## config.mk

```make
export PLATFORM = sky130hd
export DESIGN_NAME = yt_phy_init_seq_flat
export DESIGN_NICKNAME = d
export VERILOG_FILES = /design/src/rtl/yt_phy_init_seq_if.sv /design/src/rtl/yt_phy_init_seq.sv /design/src/flat_wrapper.sv
export SDC_FILE = /design/constraint.sdc
export NUM_CORES = 1
export LEC_CHECK = 0
export BUFFER_PORTS_ARGS = -buffer_cell sky130_fd_sc_hd__buf_2
export CAP_MARGIN = 20
export CORE_MARGIN = 2
export CORE_UTILIZATION = 52
export DETAILED_ROUTE_END_ITERATION = 16
export PLACE_DENSITY = 0.77
export REMOVE_ABC_BUFFERS = 1
export SYNTH_ARGS = -nofsm -noshare
export SYNTH_HDL_FRONTEND = slang
export SYNTH_SLANG_ARGS = --single-unit
```

## constraint.sdc

```tcl
create_clock -name clk -period 2.3 [get_ports clk]
set_clock_uncertainty 0.2 [all_clocks]
set_input_delay 0.345 -clock clk [delete_from_list [all_inputs] [get_ports clk]]
set_output_delay 0.345 -clock clk [all_outputs]
set_load 0.1 [all_outputs]
```

## src/rtl/yt_phy_init_seq_if.sv

```systemverilog
// -----------------------------------------------------------------------------
// yt_phy_init_seq_if
// Command/response bundle between the PHY init sequencer and the MDIO master
// driver.
//   start      : transaction request level (sequencer -> driver)
//   opcode     : 2'b01 write, 2'b10 read
//   phy_addr   : PHY MDIO address
//   reg_addr   : target PHY register
//   write_data : write payload
//   read_data  : read result (driver -> sequencer)
//   ready      : driver idle flag, mdc domain (driver -> sequencer)
// Modports: master = sequencer side, slave = driver side.
// -----------------------------------------------------------------------------
interface yt_phy_init_seq_if;
   logic        start;
   logic [1:0]  opcode;
   logic [4:0]  phy_addr;
   logic [4:0]  reg_addr;
   logic [15:0] write_data;
   logic [15:0] read_data;
   logic        ready;

   modport master (output start, opcode, phy_addr, reg_addr, write_data,
                   input  read_data, ready);
   modport slave  (input  start, opcode, phy_addr, reg_addr, write_data,
                   output read_data, ready);
endinterface

```

## src/rtl/yt_phy_init_seq.sv

```systemverilog
// -----------------------------------------------------------------------------
// yt_phy_init_seq
// Management sequencer in front of the MDIO master driver. Drives the PHY
// hardware reset, releases the driver, writes a fixed init table (three
// register writes), then polls PHY status reg 0x11 and publishes link/speed.
//
// Ports:
//   clk          : system clock (same clock as the driver, mdc = clk/5)
//   rstn         : asynchronous active-low reset
//   mdio         : driver command bundle (yt_phy_init_seq_if.master)
//   phy_rstn     : PHY hardware reset, active low
//   reset_n_done : releases the driver's internal reset
//   init_done    : init table completed (held until reset)
//   link_up      : status reg 0x11 bit 10
//   speed        : status reg 0x11 bits 15:14
//   timeout_err  : sticky, any handshake phase timed out
//   id_err       : sticky, PHY ID mismatch (0 unless PHY_ID_CHECK_EN)
//
// Optional feature macro: PHY_ID_CHECK_EN -- when defined, reg 0x02 is read
// before the init table; a value other than 16'h4F51 halts the sequencer.
// -----------------------------------------------------------------------------
module yt_phy_init_seq #(
   parameter logic [4:0]  PHY_ADDR        = 5'h01,
   parameter logic [23:0] RST_LOW_CYCLES  = 24'd100000,
   parameter logic [23:0] RST_WAIT_CYCLES = 24'd200000,
   parameter logic [23:0] POLL_CYCLES     = 24'd1000000,
   parameter logic [15:0] TIMEOUT_CYCLES  = 16'd4000
) (
   input  logic              clk,
   input  logic              rstn,
   yt_phy_init_seq_if.master mdio,
   output logic              phy_rstn,
   output logic              reset_n_done,
   output logic              init_done,
   output logic              link_up,
   output logic [1:0]        speed,
   output logic              timeout_err,
   output logic              id_err
);

   localparam logic [1:0] OP_WR = 2'b01;
   localparam logic [1:0] OP_RD = 2'b10;

`ifdef PHY_ID_CHECK_EN
   typedef enum logic [2:0] {S_RST_LOW, S_RST_WAIT, S_ID_CHECK, S_INIT,
                             S_POLL_WAIT, S_POLL, S_ERR_HALT} top_st_t;
`else
   typedef enum logic [2:0] {S_RST_LOW, S_RST_WAIT, S_INIT,
                             S_POLL_WAIT, S_POLL} top_st_t;
`endif
   typedef enum logic [1:0] {T_IDLE, T_ARM, T_BUSY, T_DONE} t_st_t;

   top_st_t     r_top_st, w_top_nxt;
   t_st_t       r_t_st, w_t_nxt;
   logic [23:0] r_cnt, w_cnt_nxt;
   logic [15:0] r_tcnt, w_tcnt_nxt;
   logic [1:0]  r_idx, w_idx_nxt;
   logic        r_phy_rstn, w_phy_rstn_nxt;
   logic        r_rst_done, w_rst_done_nxt;
   logic        r_start, w_start_nxt;
   logic [1:0]  r_opcode, w_opcode_nxt;
   logic [4:0]  r_reg_addr, w_reg_addr_nxt;
   logic [15:0] r_wdata, w_wdata_nxt;
   logic        r_init_done, w_init_done_nxt;
   logic        r_link_up, w_link_up_nxt;
   logic [1:0]  r_speed, w_speed_nxt;
   logic        r_tmo_err, w_tmo_err_nxt;
   logic        r_rdy_m, r_rdy_s;
   logic        w_req, w_tdone;
   logic [1:0]  w_req_op;
   logic [4:0]  w_req_reg;
   logic [15:0] w_req_data;
   logic        w_unused_rd;
`ifdef PHY_ID_CHECK_EN
   logic        r_id_err, w_id_err_nxt;
`endif

   // Next-state and next-output logic for both FSMs
   always_comb begin
      w_top_nxt       = r_top_st;
      w_t_nxt         = r_t_st;
      w_cnt_nxt       = r_cnt;
      w_tcnt_nxt      = r_tcnt;
      w_idx_nxt       = r_idx;
      w_phy_rstn_nxt  = r_phy_rstn;
      w_rst_done_nxt  = r_rst_done;
      w_start_nxt     = r_start;
      w_opcode_nxt    = r_opcode;
      w_reg_addr_nxt  = r_reg_addr;
      w_wdata_nxt     = r_wdata;
      w_init_done_nxt = r_init_done;
      w_link_up_nxt   = r_link_up;
      w_speed_nxt     = r_speed;
      w_tmo_err_nxt   = r_tmo_err;
`ifdef PHY_ID_CHECK_EN
      w_id_err_nxt    = r_id_err;
`endif
      w_req           = 1'b0;
      w_req_op        = 2'b00;
      w_req_reg       = 5'd0;
      w_req_data      = 16'd0;
      w_tdone         = 1'b0;

      // Transaction requested by the top FSM in its current state
      case (r_top_st)
         S_INIT: begin
            w_req    = 1'b1;
            w_req_op = OP_WR;
            case (r_idx)
               2'd0:    begin w_req_reg = 5'h04; w_req_data = 16'h01E1; end
               2'd1:    begin w_req_reg = 5'h09; w_req_data = 16'h0200; end
               default: begin w_req_reg = 5'h00; w_req_data = 16'h1340; end
            endcase
         end
         S_POLL: begin
            w_req     = 1'b1;
            w_req_op  = OP_RD;
            w_req_reg = 5'h11;
         end
`ifdef PHY_ID_CHECK_EN
         S_ID_CHECK: begin
            w_req     = 1'b1;
            w_req_op  = OP_RD;
            w_req_reg = 5'h02;
         end
`endif
         default: ;
      endcase

      // Transaction sub-FSM; a timeout re-arms the same request
      case (r_t_st)
         T_IDLE: begin
            if (w_req) begin
               w_t_nxt    = T_ARM;
               w_tcnt_nxt = 16'd0;
            end
         end
         T_ARM: begin
            if (r_rdy_s) begin
               w_opcode_nxt   = w_req_op;
               w_reg_addr_nxt = w_req_reg;
               w_wdata_nxt    = w_req_data;
               w_start_nxt    = 1'b1;
               w_t_nxt        = T_BUSY;
               w_tcnt_nxt     = 16'd0;
            end
         end
         T_BUSY: begin
            if (!r_rdy_s) begin
               w_start_nxt = 1'b0;
               w_t_nxt     = T_DONE;
               w_tcnt_nxt  = 16'd0;
            end else if (r_tcnt == TIMEOUT_CYCLES - 16'd1) begin
               w_tmo_err_nxt = 1'b1;
               w_start_nxt   = 1'b0;
               w_t_nxt       = T_ARM;
               w_tcnt_nxt    = 16'd0;
            end else begin
               w_tcnt_nxt = r_tcnt + 16'd1;
            end
         end
         default: begin
            // T_DONE: entered with ready_s low, so ready_s high is the rising edge
            if (r_rdy_s) begin
               w_tdone = 1'b1;
               w_t_nxt = T_IDLE;
            end else if (r_tcnt == TIMEOUT_CYCLES - 16'd1) begin
               w_tmo_err_nxt = 1'b1;
               w_start_nxt   = 1'b0;
               w_t_nxt       = T_ARM;
               w_tcnt_nxt    = 16'd0;
            end else begin
               w_tcnt_nxt = r_tcnt + 16'd1;
            end
         end
      endcase

      // Top sequencing FSM
      case (r_top_st)
         S_RST_LOW: begin
            if (r_cnt == RST_LOW_CYCLES - 24'd1) begin
               w_top_nxt      = S_RST_WAIT;
               w_phy_rstn_nxt = 1'b1;
               w_cnt_nxt      = 24'd0;
            end else begin
               w_cnt_nxt = r_cnt + 24'd1;
            end
         end
         S_RST_WAIT: begin
            if (r_cnt == RST_WAIT_CYCLES - 24'd1) begin
               w_rst_done_nxt = 1'b1;
               w_cnt_nxt      = 24'd0;
`ifdef PHY_ID_CHECK_EN
               w_top_nxt      = S_ID_CHECK;
`else
               w_top_nxt      = S_INIT;
`endif
            end else begin
               w_cnt_nxt = r_cnt + 24'd1;
            end
         end
`ifdef PHY_ID_CHECK_EN
         S_ID_CHECK: begin
            if (w_tdone) begin
               if (mdio.read_data == 16'h4F51) begin
                  w_top_nxt = S_INIT;
               end else begin
                  w_id_err_nxt = 1'b1;
                  w_top_nxt    = S_ERR_HALT;
               end
            end
         end
`endif
         S_INIT: begin
            if (w_tdone) begin
               if (r_idx == 2'd2) begin
                  w_init_done_nxt = 1'b1;
                  w_top_nxt       = S_POLL_WAIT;
                  w_cnt_nxt       = 24'd0;
               end else begin
                  w_idx_nxt = r_idx + 2'd1;
               end
            end
         end
         S_POLL_WAIT: begin
            if (r_cnt == POLL_CYCLES - 24'd1) begin
               w_top_nxt = S_POLL;
               w_cnt_nxt = 24'd0;
            end else begin
               w_cnt_nxt = r_cnt + 24'd1;
            end
         end
         S_POLL: begin
            // Only a completed read updates link/speed; timeouts just retry
            if (w_tdone) begin
               w_link_up_nxt = mdio.read_data[10];
               w_speed_nxt   = mdio.read_data[15:14];
               w_top_nxt     = S_POLL_WAIT;
               w_cnt_nxt     = 24'd0;
            end
         end
         default: ;
      endcase
   end

   // State and output registers, ready synchronizer
   always_ff @(posedge clk or negedge rstn) begin
      if (!rstn) begin
         r_top_st    <= S_RST_LOW;
         r_t_st      <= T_IDLE;
         r_cnt       <= 24'd0;
         r_tcnt      <= 16'd0;
         r_idx       <= 2'd0;
         r_phy_rstn  <= 1'b0;
         r_rst_done  <= 1'b0;
         r_start     <= 1'b0;
         r_opcode    <= 2'b00;
         r_reg_addr  <= 5'd0;
         r_wdata     <= 16'd0;
         r_init_done <= 1'b0;
         r_link_up   <= 1'b0;
         r_speed     <= 2'b00;
         r_tmo_err   <= 1'b0;
         r_rdy_m     <= 1'b0;
         r_rdy_s     <= 1'b0;
`ifdef PHY_ID_CHECK_EN
         r_id_err    <= 1'b0;
`endif
      end else begin
         r_top_st    <= w_top_nxt;
         r_t_st      <= w_t_nxt;
         r_cnt       <= w_cnt_nxt;
         r_tcnt      <= w_tcnt_nxt;
         r_idx       <= w_idx_nxt;
         r_phy_rstn  <= w_phy_rstn_nxt;
         r_rst_done  <= w_rst_done_nxt;
         r_start     <= w_start_nxt;
         r_opcode    <= w_opcode_nxt;
         r_reg_addr  <= w_reg_addr_nxt;
         r_wdata     <= w_wdata_nxt;
         r_init_done <= w_init_done_nxt;
         r_link_up   <= w_link_up_nxt;
         r_speed     <= w_speed_nxt;
         r_tmo_err   <= w_tmo_err_nxt;
         r_rdy_m     <= mdio.ready;
         r_rdy_s     <= r_rdy_m;
`ifdef PHY_ID_CHECK_EN
         r_id_err    <= w_id_err_nxt;
`endif
      end
   end

   // Only a few status bits are consumed in the default build
   assign w_unused_rd     = ^mdio.read_data;

   assign mdio.start      = r_start;
   assign mdio.opcode     = r_opcode;
   assign mdio.phy_addr   = PHY_ADDR;
   assign mdio.reg_addr   = r_reg_addr;
   assign mdio.write_data = r_wdata;
   assign phy_rstn        = r_phy_rstn;
   assign reset_n_done    = r_rst_done;
   assign init_done       = r_init_done;
   assign link_up         = r_link_up;
   assign speed           = r_speed;
   assign timeout_err     = r_tmo_err;
`ifdef PHY_ID_CHECK_EN
   assign id_err          = r_id_err;
`else
   assign id_err          = 1'b0;
`endif

endmodule

```

## src/flat_wrapper.sv

```systemverilog
// flat-port wrapper written by rule: the top's interface ports become plain ports
module yt_phy_init_seq_flat 
#(
   parameter logic [4:0]  PHY_ADDR        = 5'h01,
   parameter logic [23:0] RST_LOW_CYCLES  = 24'd100000,
   parameter logic [23:0] RST_WAIT_CYCLES = 24'd200000,
   parameter logic [23:0] POLL_CYCLES     = 24'd1000000,
   parameter logic [15:0] TIMEOUT_CYCLES  = 16'd4000
)
  (clk, rstn, phy_rstn, reset_n_done, init_done, link_up, speed, timeout_err, id_err, mdio_start, mdio_opcode, mdio_phy_addr, mdio_reg_addr, mdio_write_data, mdio_read_data, mdio_ready);
  yt_phy_init_seq_if mdio_i ();
  input  logic clk;
  input  logic rstn;
  output logic phy_rstn;
  output logic reset_n_done;
  output logic init_done;
  output logic link_up;
  output logic [1:0] speed;
  output logic timeout_err;
  output logic id_err;
  output wire logic [$bits(mdio_i.start)-1:0] mdio_start;
  output wire logic [$bits(mdio_i.opcode)-1:0] mdio_opcode;
  output wire logic [$bits(mdio_i.phy_addr)-1:0] mdio_phy_addr;
  output wire logic [$bits(mdio_i.reg_addr)-1:0] mdio_reg_addr;
  output wire logic [$bits(mdio_i.write_data)-1:0] mdio_write_data;
  input wire logic [$bits(mdio_i.read_data)-1:0] mdio_read_data;
  input wire logic [$bits(mdio_i.ready)-1:0] mdio_ready;
  assign mdio_start = mdio_i.start;
  assign mdio_opcode = mdio_i.opcode;
  assign mdio_phy_addr = mdio_i.phy_addr;
  assign mdio_reg_addr = mdio_i.reg_addr;
  assign mdio_write_data = mdio_i.write_data;
  assign mdio_i.read_data = mdio_read_data;
  assign mdio_i.ready = mdio_ready;
  yt_phy_init_seq #(.PHY_ADDR(PHY_ADDR), .RST_LOW_CYCLES(RST_LOW_CYCLES), .RST_WAIT_CYCLES(RST_WAIT_CYCLES), .POLL_CYCLES(POLL_CYCLES), .TIMEOUT_CYCLES(TIMEOUT_CYCLES)) u_core (.clk(clk), .rstn(rstn), .mdio(mdio_i), .phy_rstn(phy_rstn), .reset_n_done(reset_n_done), .init_done(init_done), .link_up(link_up), .speed(speed), .timeout_err(timeout_err), .id_err(id_err));
endmodule
```

==> flow_summary_export.csv, run 1 <==
group,metric,value,unit
yosys,syn_inst,395,
placement,dp_hpwl,5830,µm
timing,finalHoldViolCount,0,
drt,drt-total-wl,9510,µm
floorplan,die_w,89.6,µm
floorplan,coreArea,0.00718,mm²
drt,highest_layer,"met4",
timing,final-setup-viol-count,31,
outcome,status,"finished with violations",
outcome,violations,"negative setup slack",
yosys,synth-seq-area-share,0.433,
floorplan,die_area,0.00804,mm²
power_and_ir_drop,cellPowerDensity,496,mW/mm²
clock_tree,cts_tree,"yes",
critical_path,arrival,2.43,ns
yosys,yosysWarnings,0,
yosys,ys.flop_type,"dfrtp_1",
drt,drc,0,
clock_tree,cts_made_buffers,9,
placement,portBuffers,26,
yosys,synth_top_area_share,0.433,
timing,hold-worst-slack,0.0265,ns
timing,fmax,425,MHz
placement,place_ws,-0.171,ns
timing,drv_slew,0,
clock_tree,clk_pin_slew_worst_paths,0.08,ns
drt,avgViaCountPerCell,5.77,
yosys,synth_area_leaders,"dfrtp_1 43%, xnor2_1 5.3%, buf_4 3.9%",
power_and_ir_drop,swShare,0.255,
power_and_ir_drop,clkPwrFrac,0.447,
timing,finalCriticalPeriod,2.35,ns
final_layout,areaGrowthSynthToFinish,29.1,%
yosys,yosys.area.top_type,"dfrtp_1",
clock_tree,htree_num_levels,3,
critical_path,start_kind,"flop",
yosys,synth_edf_count,0,
global_routing,grt_max_degree,26,
placement,gp_congestion,0.918,
timing,worst_slack,-0.0529,ns
critical_path,timing.rr.end,"u_core.r_tcnt[10]$_DFFE_PN0P_",
critical_path,cp-end-kind,"flop",
drt,drt_first_iter_violations,142,
drt,detail-route-antenna-nets,0,
power_and_ir_drop,p_switching,622,µW
power_and_ir_drop,peakVddDrop,0.000382,V
power_and_ir_drop,seqPwrFrac,0.478,
timing,rsz0062_at_grt,"yes",
yosys,synthArstFlopShare,1.00,
clock_tree,cts_sinks,66,
critical_path,crit_start,"u_core.r_t_st[1]$_DFFE_PN0P_",
timing,worst_pin_slew,0.628,ns
global_routing,grt_pass1_wl,14200,µm
critical_path,r2r_cells,10,
final_layout,nNetsFinal,509,
yosys,yosys-top-cells-count,"66 x dfrtp_1, 32 x nand2_1, 27 x nor2_1, 23 x xnor2_1, 20 x buf_4",
drt,firstDrtPassIters,4,
critical_path,r2r_slack,-0.05,ns
critical_path,r2r_start,"u_core.r_t_st[1]$_DFFE_PN0P_",
timing,fin_tns_setup,-0.637,ns
power_and_ir_drop,p_int,1820,µW
yosys,synth-seq-cells,66,
timing,timing.max_slew.rel_slack,0.581,
clock_tree,clk_latency,0.35,ns
drt,wl_met3,381,µm
yosys,yosysUniqueCellTypes,59,
drt,via_count,3356,
hold_path,hp-class,"primary input to flop",
yosys,avgSynthCellArea,9.65,µm²
timing,finalCritPeriodShare,1.02,
final_layout,layoutNonFillerInstCount,582,
final_layout,antenna_cells,0,
global_routing,grt.total_usage,0.230,
critical_path,crit_required,2.38,ns
drt,wl_met1,3960,µm
clock_tree,cts_buffer_depth,2,
clock_tree,clockRootBuffer,"clkbuf_8",
yosys,synth.most_common_cell,"dfrtp_1",
placement,dp_cells,545,
power_and_ir_drop,power_frac_comb,0.075,
global_routing,gr-total-overflow,0,
floorplan,die_height,89.6,µm
yosys,syn_area,0.00381,mm²
power_and_ir_drop,p_leak,0.00221,µW
critical_path,cp-endpoint,"u_core.r_tcnt[10]$_DFFE_PN0P_",
final_layout,drive_gt1_frac,0.358,
critical_path,crit_type,"flop to flop",
global_routing,antenna_found_initial,0,
critical_path,worst-path-max-fanout,7,
drt,wl_met2,4840,µm
floorplan,initial_core_util,0.531,
floorplan,boundaryPins,56,
floorplan,rows,31,
flow_run,drv_cap,0,
drt,wl_per_cell,16.3,µm
global_routing,grt_pass1_vias,3057,
-- placed cells by master, fill, tap and decap left out, types with 7 or more instances in the layout --
cell | Yosys | final
buf_6 | 4 | 8
nor2_1 | 27 | 25
dfrtp_1 | 66 | 64
nor2_2 | 11 | 13
o21ai_0 | 14 | 14
and3_1 | 7 | 7
xnor2_1 | 23 | 23
buf_2 | 6 | 26
buf_4 | 20 | 53
clkbuf_8 | 0 | 10
nand4_1 | 12 | 12
nand2_1 | 32 | 31
conb_1 | 2 | 16
nand3_1 | 17 | 17
a21oi_1 | 18 | 12
nor3_1 | 15 | 14
-- through the flow --
stage                     cell area [µm²]   util  total power (µW)
after floorplan                      3620      -              1330
after global placement               4260  0.594              1370
after detailed placement             4260  0.594              1370
after CTS                            4640  0.647              2470
after global routing                 4920  0.686              2520
final                                4920  0.686              2440
-- power groups by stage --
stage	clock network [µW]	logic (µW)	registers, µW
floorplan	0	117	1210
global placement	0	181	1190
detailed placement	0	182	1190
CTS	1120	185	1170
global route	1160	195	1170
finish	1090	184	1170
-- final cells by class --
| cell class | count | area [µm²] |
|---|---|---|
| Clock buffer | 11 | 141 |
| Clock inverter | 5 | 77.6 |
| Fill cell | 510 | 2250 |
| Inverter | 8 | 32.5 |
| Multi-Input combinational cell | 299 | 2150 |
| Sequential cell | 66 | 1650 |
| Tap cell | 99 | 124 |
| Timing Repair Buffer | 94 | 743 |
-- worst max-delay path, stage by stage, from the launching register on --
cell and delay (ns):
dfrtp_2 0.40, buf_4 0.13, ha_4 0.15, inv_4 0.05, ha_4 0.14, a221oi_2 0.26
nand4_1 0.18, buf_6 0.18, buf_6 0.11, or3_4 0.33, a21oi_2 0.16
-- logic make-up after synthesis --
| group | after synthesis | synth area share |
|---|---|---|
| AOI/OAI and AO/OA | 63 | 0.109 |
| xor gates and xnor gates | 27 | 0.0620 |
| adders and majority gates | 12 | 0.0394 |
| buffers and inverters | 44 | 0.0732 |
| DFF | 66 | 0.433 |
| muxes | 4 | 0.0115 |
| other | 2 | 0.00197 |
| and+or+nand+nor | 177 | 0.270 |
-- registers in the layout, indices dropped and copies added (netlist names) --
name and count:
u_core.init_done 1, u_core.link_up 1, u_core.mdio.opcode 1, u_core.mdio.reg_addr 4
u_core.mdio.start 1, u_core.mdio.write_data 4, u_core.phy_rstn 1, u_core.r_cnt 24
u_core.r_idx 2, u_core.r_rdy_m 1, u_core.r_rdy_s 1, u_core.r_t_st 2
u_core.r_tcnt 16, u_core.r_top_st 3, u_core.reset_n_done 1, u_core.speed 2
u_core.timeout_err 1
-- worst min path at each step --
stage	startpoint	to	slack, ns	depth (start not counted)
finish	mdio_read_data[15]	u_core.speed[1]$_DFFE_PN0P_	0.03	2
detailed placement	u_core.r_rdy_m$_DFF_PN0_	u_core.r_rdy_s$_DFF_PN0_	0.14	0
floorplan	rstn	u_core.init_done$_DFFE_PN0P_	-0.15	0
global route	mdio_read_data[10]	u_core.link_up$_DFFE_PN0P_	0.03	2
global placement	u_core.r_rdy_m$_DFF_PN0_	u_core.r_rdy_s$_DFF_PN0_	0.14	0
CTS	mdio_read_data[10]	u_core.link_up$_DFFE_PN0P_	0.02	2
-- routing by layer --
| layer | vias to the layer above | GRT usage |
|---|---|---|
| met5 | - | 0 |
| met4 | 0 | 0.117 |
| met3 | 31 | 0.0375 |
| met2 | 115 | 0.382 |
| met1 | 1653 | 0.290 |
| li1 | 1557 | - |
-- what timing repair did --
action                                  CTS  global route
pin swaps                                18            18
endpoints found under the hold margin    24             0
hold buffers                              2             0
setup buffers                             6            11
endpoints found under the setup margin   33            38
gates cloned                              1             3
gates resized for setup                  24            40
Power figures use the tool's default switching activity.
==> run 2: changes to the inputs <==
ABC_AREA = 1   (was not set)
CORE_UTILIZATION = 53   (was 52)
==> run 2 against run 1 <==
  * The flow now finishes without violations
  * Utilization is 9.5 points lower
  * Fmax is 12% higher
  * Final cell count is 19% higher
  * Combinational power is 5% lower
  * Die area is 6.2% higher
  * Critical path depth stayed put
  * Register-to-register slack better by 0.26 ns
  * Routed wire length is 8.9% lower
  * Clock power hardly changed
  * Critical path type unchanged
  * Critical endpoint is now u_core.r_tcnt[7]$_DFFE_PN0P_
==> flow_summary_export.csv, run 2 <==
group,metric,value,unit
critical_path,cp-end-kind,"flop",
yosys,synth-seq-cells,66,
power_and_ir_drop,p_int,1820,µW
floorplan,coreArea,0.00765,mm²
global_routing,antenna_found_initial,0,
yosys,yosys.area.top_type,"dfrtp_1",
global_routing,grt_max_degree,45,
final_layout,antenna_cells,0,
drt,drt_first_iter_violations,202,
timing,worst_pin_slew,0.568,ns
floorplan,rows,32,
drt,wl_per_cell,12.5,µm
timing,timing.max_slew.rel_slack,0.618,
outcome,status,"finished, final reports clean",
final_layout,nNetsFinal,615,
clock_tree,cts_tree,"yes",
power_and_ir_drop,p_leak,0.00226,µW
power_and_ir_drop,power,2440,µW
yosys,avgSynthCellArea,7.46,µm²
yosys,ys.flop_type,"dfrtp_1",
final_layout,largest_register_ff_count,24,
clock_tree,htree_num_levels,3,
yosys,synth_area_leaders,"dfrtp_1 40%, nand2_1 11%, nor2_1 7.7%",
floorplan,die_w,92.4,µm
clock_tree,clk_latency,0.34,ns
floorplan,boundaryPins,56,
critical_path,crit_type,"flop to flop",
timing,fmax,477,MHz
global_routing,grt.total_usage,0.216,
drt,detail-route-antenna-nets,0,
final_layout,areaGrowthSynthToFinish,9.15,%
yosys,synth.most_common_cell,"nand2_1",
final_layout,final_cell_mix,"125 x nand2_1, 84 x nor2_1, 66 x dfrtp_1, 65 x inv_1, 50 x nand3_1",
final_layout,largestRegisters,"u_core.r_cnt x24, u_core.r_tcnt x16",
drt,via_count,3537,
final_layout,top_register,"u_core.r_cnt",
yosys,yosysUniqueCellTypes,39,
clock_tree,cts_buffer_depth,2,
yosys,synthArstFlopShare,1.00,
final_layout,final_common_cell,"nand2_1",
clock_tree,clockRootBuffer,"clkbuf_8",
drt,avgViaCountPerCell,5.12,
global_routing,grt_pass1_wl,15000,µm
critical_path,crit_required,2.32,ns
timing,finalCritPeriodShare,0.911,
clock_tree,clk_pin_slew_worst_paths,0.08,ns
floorplan,die_height,92.4,µm
critical_path,arrival,2.11,ns
floorplan,die_area,0.00854,mm²
power_and_ir_drop,peakVddDrop,0.000376,V
hold_path,hp-class,"primary input to flop",
yosys,yosysWarnings,0,
clock_tree,cts_made_buffers,9,
global_routing,gr-total-overflow,0,
power_and_ir_drop,cellPowerDensity,539,mW/mm²
drt,firstDrtPassIters,8,
power_and_ir_drop,seqPwrFrac,0.479,
drt,drc,0,
final_layout,final_cell_area,0.00452,mm²
yosys,yosys-top-cells-count,"125 x nand2_1, 85 x nor2_1, 66 x dfrtp_1, 65 x inv_1, 50 x nand3_1",
critical_path,worst-path-max-fanout,14,
timing,finalHoldViolCount,0,
yosys,syn_inst,555,
yosys,synth_top_area_share,0.399,
final_layout,drive_gt1_frac,0.146,
clock_tree,cts_sinks,66,
floorplan,initial_core_util,0.542,
placement,gp_congestion,0.904,
global_routing,grt_pass1_vias,3337,
timing,final-setup-viol-count,0,
yosys,synth-seq-area-share,0.399,
power_and_ir_drop,p_switching,619,µW
final_layout,final_core_utilization,0.591,
placement,portBuffers,26,
yosys,syn_area,0.00414,mm²
timing,rsz0062_at_grt,"no",
power_and_ir_drop,power_frac_comb,0.071,
flow_run,drv_cap,0,
placement,placed_cell_area,0.00427,mm²
final_layout,fillers,688,
placement,dp_hpwl,6470,µm
power_and_ir_drop,clkPwrFrac,0.450,
critical_path,start_kind,"flop",
power_and_ir_drop,swShare,0.254,
timing,finalCriticalPeriod,2.10,ns
timing,drv_slew,0,
drt,drt-total-wl,8660,µm
yosys,synth_edf_count,0,
run 2: changes by cell type in the layout (fill, tap and decap cells not counted), moves of 21 or more:
cell	change
buf_4	-50
xnor2_1	-21
nor2_1	+59
nand2_1	+94
nand3_1	+33
inv_1	+60
run 2: logic make-up after synthesis:
family / count (synthesis) / synth area share
DFF: 66 / 0.399
other: 2 / 0.00181
muxes: 3 / 0.00816
and+or+nand+nor: 320 / 0.353
buffers and inverters: 99 / 0.120
adders and majority gates: 12 / 0.0363
xor gates and xnor gates: 15 / 0.0317
AOI/OAI and AO/OA: 38 / 0.0498
run 2: layout make-up:
cell class,count,area (µm²),share of cell area
multi-input combinational,404,2050,0.453
clock buffer,10,138,0.0304
timing repair buffer,32,193,0.0426
tap,102,128,0.0282
sequential,66,1650,0.365
clock inverter,6,90.1,0.0199
inverter,71,274,0.0606
run 2: power groups by stage:
stage	Clock [µW]	Combinational [µW]	Sequential, µW
after floorplan	0	117	1210
after global placement	0	172	1190
after detailed placement	0	174	1190
after CTS	1120	176	1170
after global routing	1160	184	1170
final	1100	174	1170
run 2: worst max-delay path, cell delays in order (launching register included):
cell	delay (ns)
dfrtp_1	0.43
inv_1	0.14
ha_1	0.19
inv_1	0.05
ha_1	0.17
nand3_1	0.12
nand3_4	0.16
inv_4	0.18
nand2_2	0.14
inv_2	0.14
nor3_1	0.06
run 2: final timing paths:
kind,slack (ns),cells after the start,startpoint,to
setup / recovery,0.20,10,u_core.r_t_st[0]$_DFFE_PN0P_,u_core.r_tcnt[7]$_DFFE_PN0P_
hold / removal,0.03,2,mdio_read_data[15],u_core.speed[1]$_DFFE_PN0P_
setup reg to reg,0.20,10,u_core.r_t_st[0]$_DFFE_PN0P_,u_core.r_tcnt[7]$_DFFE_PN0P_
hold reg to reg,0.15,0,u_core.r_rdy_m$_DFF_PN0_,u_core.r_rdy_s$_DFF_PN0_
max in group asynchronous,0.96,3,rstn,u_core.r_cnt[13]$_DFFE_PN0P_
min in group asynchronous,0.33,2,rstn,u_core.r_tcnt[13]$_DFFE_PN0P_
run 2: per-stage QoR:
step / worst slack (ns) / TNS [ns] / hold WS, ns / instances
floorplan: -0.334 / -1.29 / -0.151 / 541
global placement: 0.193 / 0 / 0.137 / 673
detailed placement: 0.135 / 0 / 0.143 / 673
CTS: 0.122 / 0 / 0.0208 / 691
global route: 0.0106 / 0 / 0.0326 / 691
finish: 0.204 / 0 / 0.0349 / 691
run 2: per-layer routing:
metal | vias up | wire length (µm) | global-route usage
met4 | 0 | 131 | 0.0796
met1 | 1660 | 4020 | 0.287
met5 | - | 0 | 0
met3 | 12 | 334 | 0.0317
met2 | 91 | 4180 | 0.359
li1 | 1774 | - | -
run 2: timing repair:
action	CTS	global route
gates resized for setup	0	3
hold buffers	2	0
setup buffers	0	0
endpoints found under the setup margin	0	9
endpoints found under the hold margin	23	0
==> run 3: changes to the inputs <==
CORE_UTILIZATION = 54   (was 53)
CTS_BUF_LIST = sky130_fd_sc_hd__clkbuf_4   (was not set)
PLACE_DENSITY = 0.79   (was 0.77)
==> run 3 against run 2 <==
  * Count of clock-buffer cells in the layout unchanged
  * Critical path depth is 2 lower
  * Via count is 2.4% higher
  * Utilization is 1.9 points higher
  * Die area down 1.8%
  * Critical path type unchanged
  * Critical endpoint is now u_core.r_cnt[18]$_DFFE_PN0P_
==> flow_summary_export.csv, run 3 (synthesis gave the netlist of run 2 again) <==
group,metric,value,unit
clock_tree,htree_num_levels,3,
critical_path,critPathTopFamily,"simple AND/OR/NAND/NOR gates",
clock_tree,clockRootBuffer,"clkbuf_4",
global_routing,grt.total_usage,0.222,
floorplan,die_w,91.6,µm
global_routing,grt_pass1_vias,3412,
power_and_ir_drop,p_leak,0.00225,µW
floorplan,initial_core_util,0.565,
critical_path,crit_type,"flop to flop",
critical_path,critPathBufInv,0,
final_layout,largest_register_ff_count,24,
timing,rsz0062_at_grt,"no",
clock_tree,cts_tree,"yes",
drt,drt-total-wl,8890,µm
critical_path,worst-path-max-fanout,11,
floorplan,die_height,91.6,µm
drt,firstDrtPassIters,5,
timing,finalHoldViolCount,0,
drt,detail-route-antenna-nets,0,
global_routing,grt_max_degree,51,
hold_path,hp-class,"flop to flop",
critical_path,cp-end-kind,"flop",
drt,drt_first_iter_violations,298,
placement,dp_hpwl,6370,µm
final_layout,drive_gt1_frac,0.146,
placement,dp_cells,671,
clock_tree,cts_sinks,66,
timing,finalCriticalPeriod,2.20,ns
critical_path,max_stage_delay,0.47,ns
global_routing,gr-total-overflow,0,
final_layout,largestRegisters,"u_core.r_cnt x24, u_core.r_tcnt x16",
timing,final-setup-viol-count,0,
floorplan,boundaryPins,56,
critical_path,arrival,2.30,ns
final_layout,top_register,"u_core.r_cnt",
flow_run,drv_cap,0,
power_and_ir_drop,cellPowerDensity,476,mW/mm²
final_layout,antenna_cells,0,
placement,gp_congestion,0.961,
clock_tree,clk_pin_slew_worst_paths,0.12,ns
outcome,status,"finished, final reports clean",
clock_tree,post_cts_buffers,0,
critical_path,crit_chain,"nor2_1, nand3_1, nor3_1, nand3_1, nand2_1, nand2_2, nor2_4, nor2_1",
final_layout,final_core_utilization,0.610,
floorplan,die_area,0.00839,mm²
timing,drv_slew,0,
timing,fmax,454,MHz
floorplan,coreArea,0.00733,mm²
timing,hold-worst-slack,0.163,ns
drt,wl_per_cell,12.8,µm
critical_path,crit_required,2.40,ns
final_layout,final_cell_mix,"125 x nand2_1, 84 x nor2_1, 66 x dfrtp_1, 65 x inv_1, 50 x nand3_1",
clock_tree,cts_made_buffers,9,
global_routing,grt_pass1_wl,15300,µm
final_layout,layoutNonFillerInstCount,693,
final_layout,areaGrowthSynthToFinish,8.01,%
power_and_ir_drop,peakVddDrop,0.000336,V
floorplan,rows,31,
global_routing,antenna_found_initial,0,
placement,portBuffers,26,
clock_tree,clk_latency,0.42,ns
critical_path,slowest_stage,"dfrtp_1",
final_layout,final_common_cell,"nand2_1",
drt,avgViaCountPerCell,5.23,
timing,finalCritPeriodShare,0.957,
clock_tree,cts_buffer_depth,2,
critical_path,start_kind,"flop",
drt,drc,0,
drt,via_count,3623,
final_layout,nNetsFinal,620,
run 3: cell types whose count changed in the layout (fill, tap and decap cells not counted), sizes merged:
| cell | delta |
|---|---|
| bufinv | -1 |
| clkinvlp | -1 |
| clkinv | +2 |
| buf | +1 |
| nor2 | +1 |
| dlygate4sd3 | +3 |
run 3: power by group:
part / internal [µW] / switching (µW) / total (µW)
sequential: 1160 / 3.65 / 1170
clock: 337 / 444 / 781
combinational: 17.0 / 161 / 178
total: 1520 / 609 / 2130
run 3: per-stage QoR:
step	setup slack [ns]	total power [µW]	TNS [ns]	cell area, µm²
5_1_grt	0.0167	2190	0	4470
3_3_place_gp	0.189	1360	0	4270
4_1_cts	0.0862	2140	0	4450
3_5_place_dp	0.140	1360	0	4270
6_report	0.0986	2130	0	4470
2_1_floorplan	-0.334	1330	-1.29	3970
run 3: worst register-to-register path, cell delays in order (launching register included):
cell	delay, ns
dfrtp_1	0.47
nor2_1	0.21
nand3_1	0.09
nor3_1	0.25
nand3_1	0.15
nand2_1	0.13
nand2_2	0.14
nor2_4	0.36
nor2_1	0.09
run 3: path summary, 6_finish.rpt:
path | start | end | slack (ns) | depth (start not counted)
max in group asynchronous | rstn | u_core.r_cnt[4]$_DFFE_PN0P_ | 1.09 | 3
min in group asynchronous | rstn | u_core.r_cnt[15]$_DFFE_PN0P_ | 0.20 | 2
worst max-delay path | u_core.r_cnt[13]$_DFFE_PN0P_ | u_core.r_cnt[18]$_DFFE_PN0P_ | 0.1 | 8
worst max register to register | u_core.r_cnt[13]$_DFFE_PN0P_ | u_core.r_cnt[18]$_DFFE_PN0P_ | 0.1 | 8
worst min register to register | u_core.r_rdy_m$_DFF_PN0_ | u_core.r_rdy_s$_DFF_PN0_ | 0.16 | 0
worst min-delay path | u_core.r_rdy_m$_DFF_PN0_ | u_core.r_rdy_s$_DFF_PN0_ | 0.16 | 0
run 3: routing by layer:
layer  routed length, µm  share of wire  vias up  track usage
li1                    -              -     1788            -
met1                4030           0.45     1683        0.303
met2                4190           0.47      132        0.360
met3                 501          0.056       20       0.0307
met4                 172          0.019        0       0.0808
met5                   0              0        -            0
run 3: layout make-up:
cell class,instances,area [µm²]
fill,643,2860
multi-input combinational,405,2060
sequential,66,1650
inverter,71,277
timing repair buffer,36,230
tap,99,124
clock buffer,10,75.1
clock inverter,6,57.6
run 3: what timing repair did:
item	in CTS	in global routing
hold buffers	5	0
endpoints found under the setup margin	0	14
gates resized for setup	0	3
hold endpoints to repair	20	0
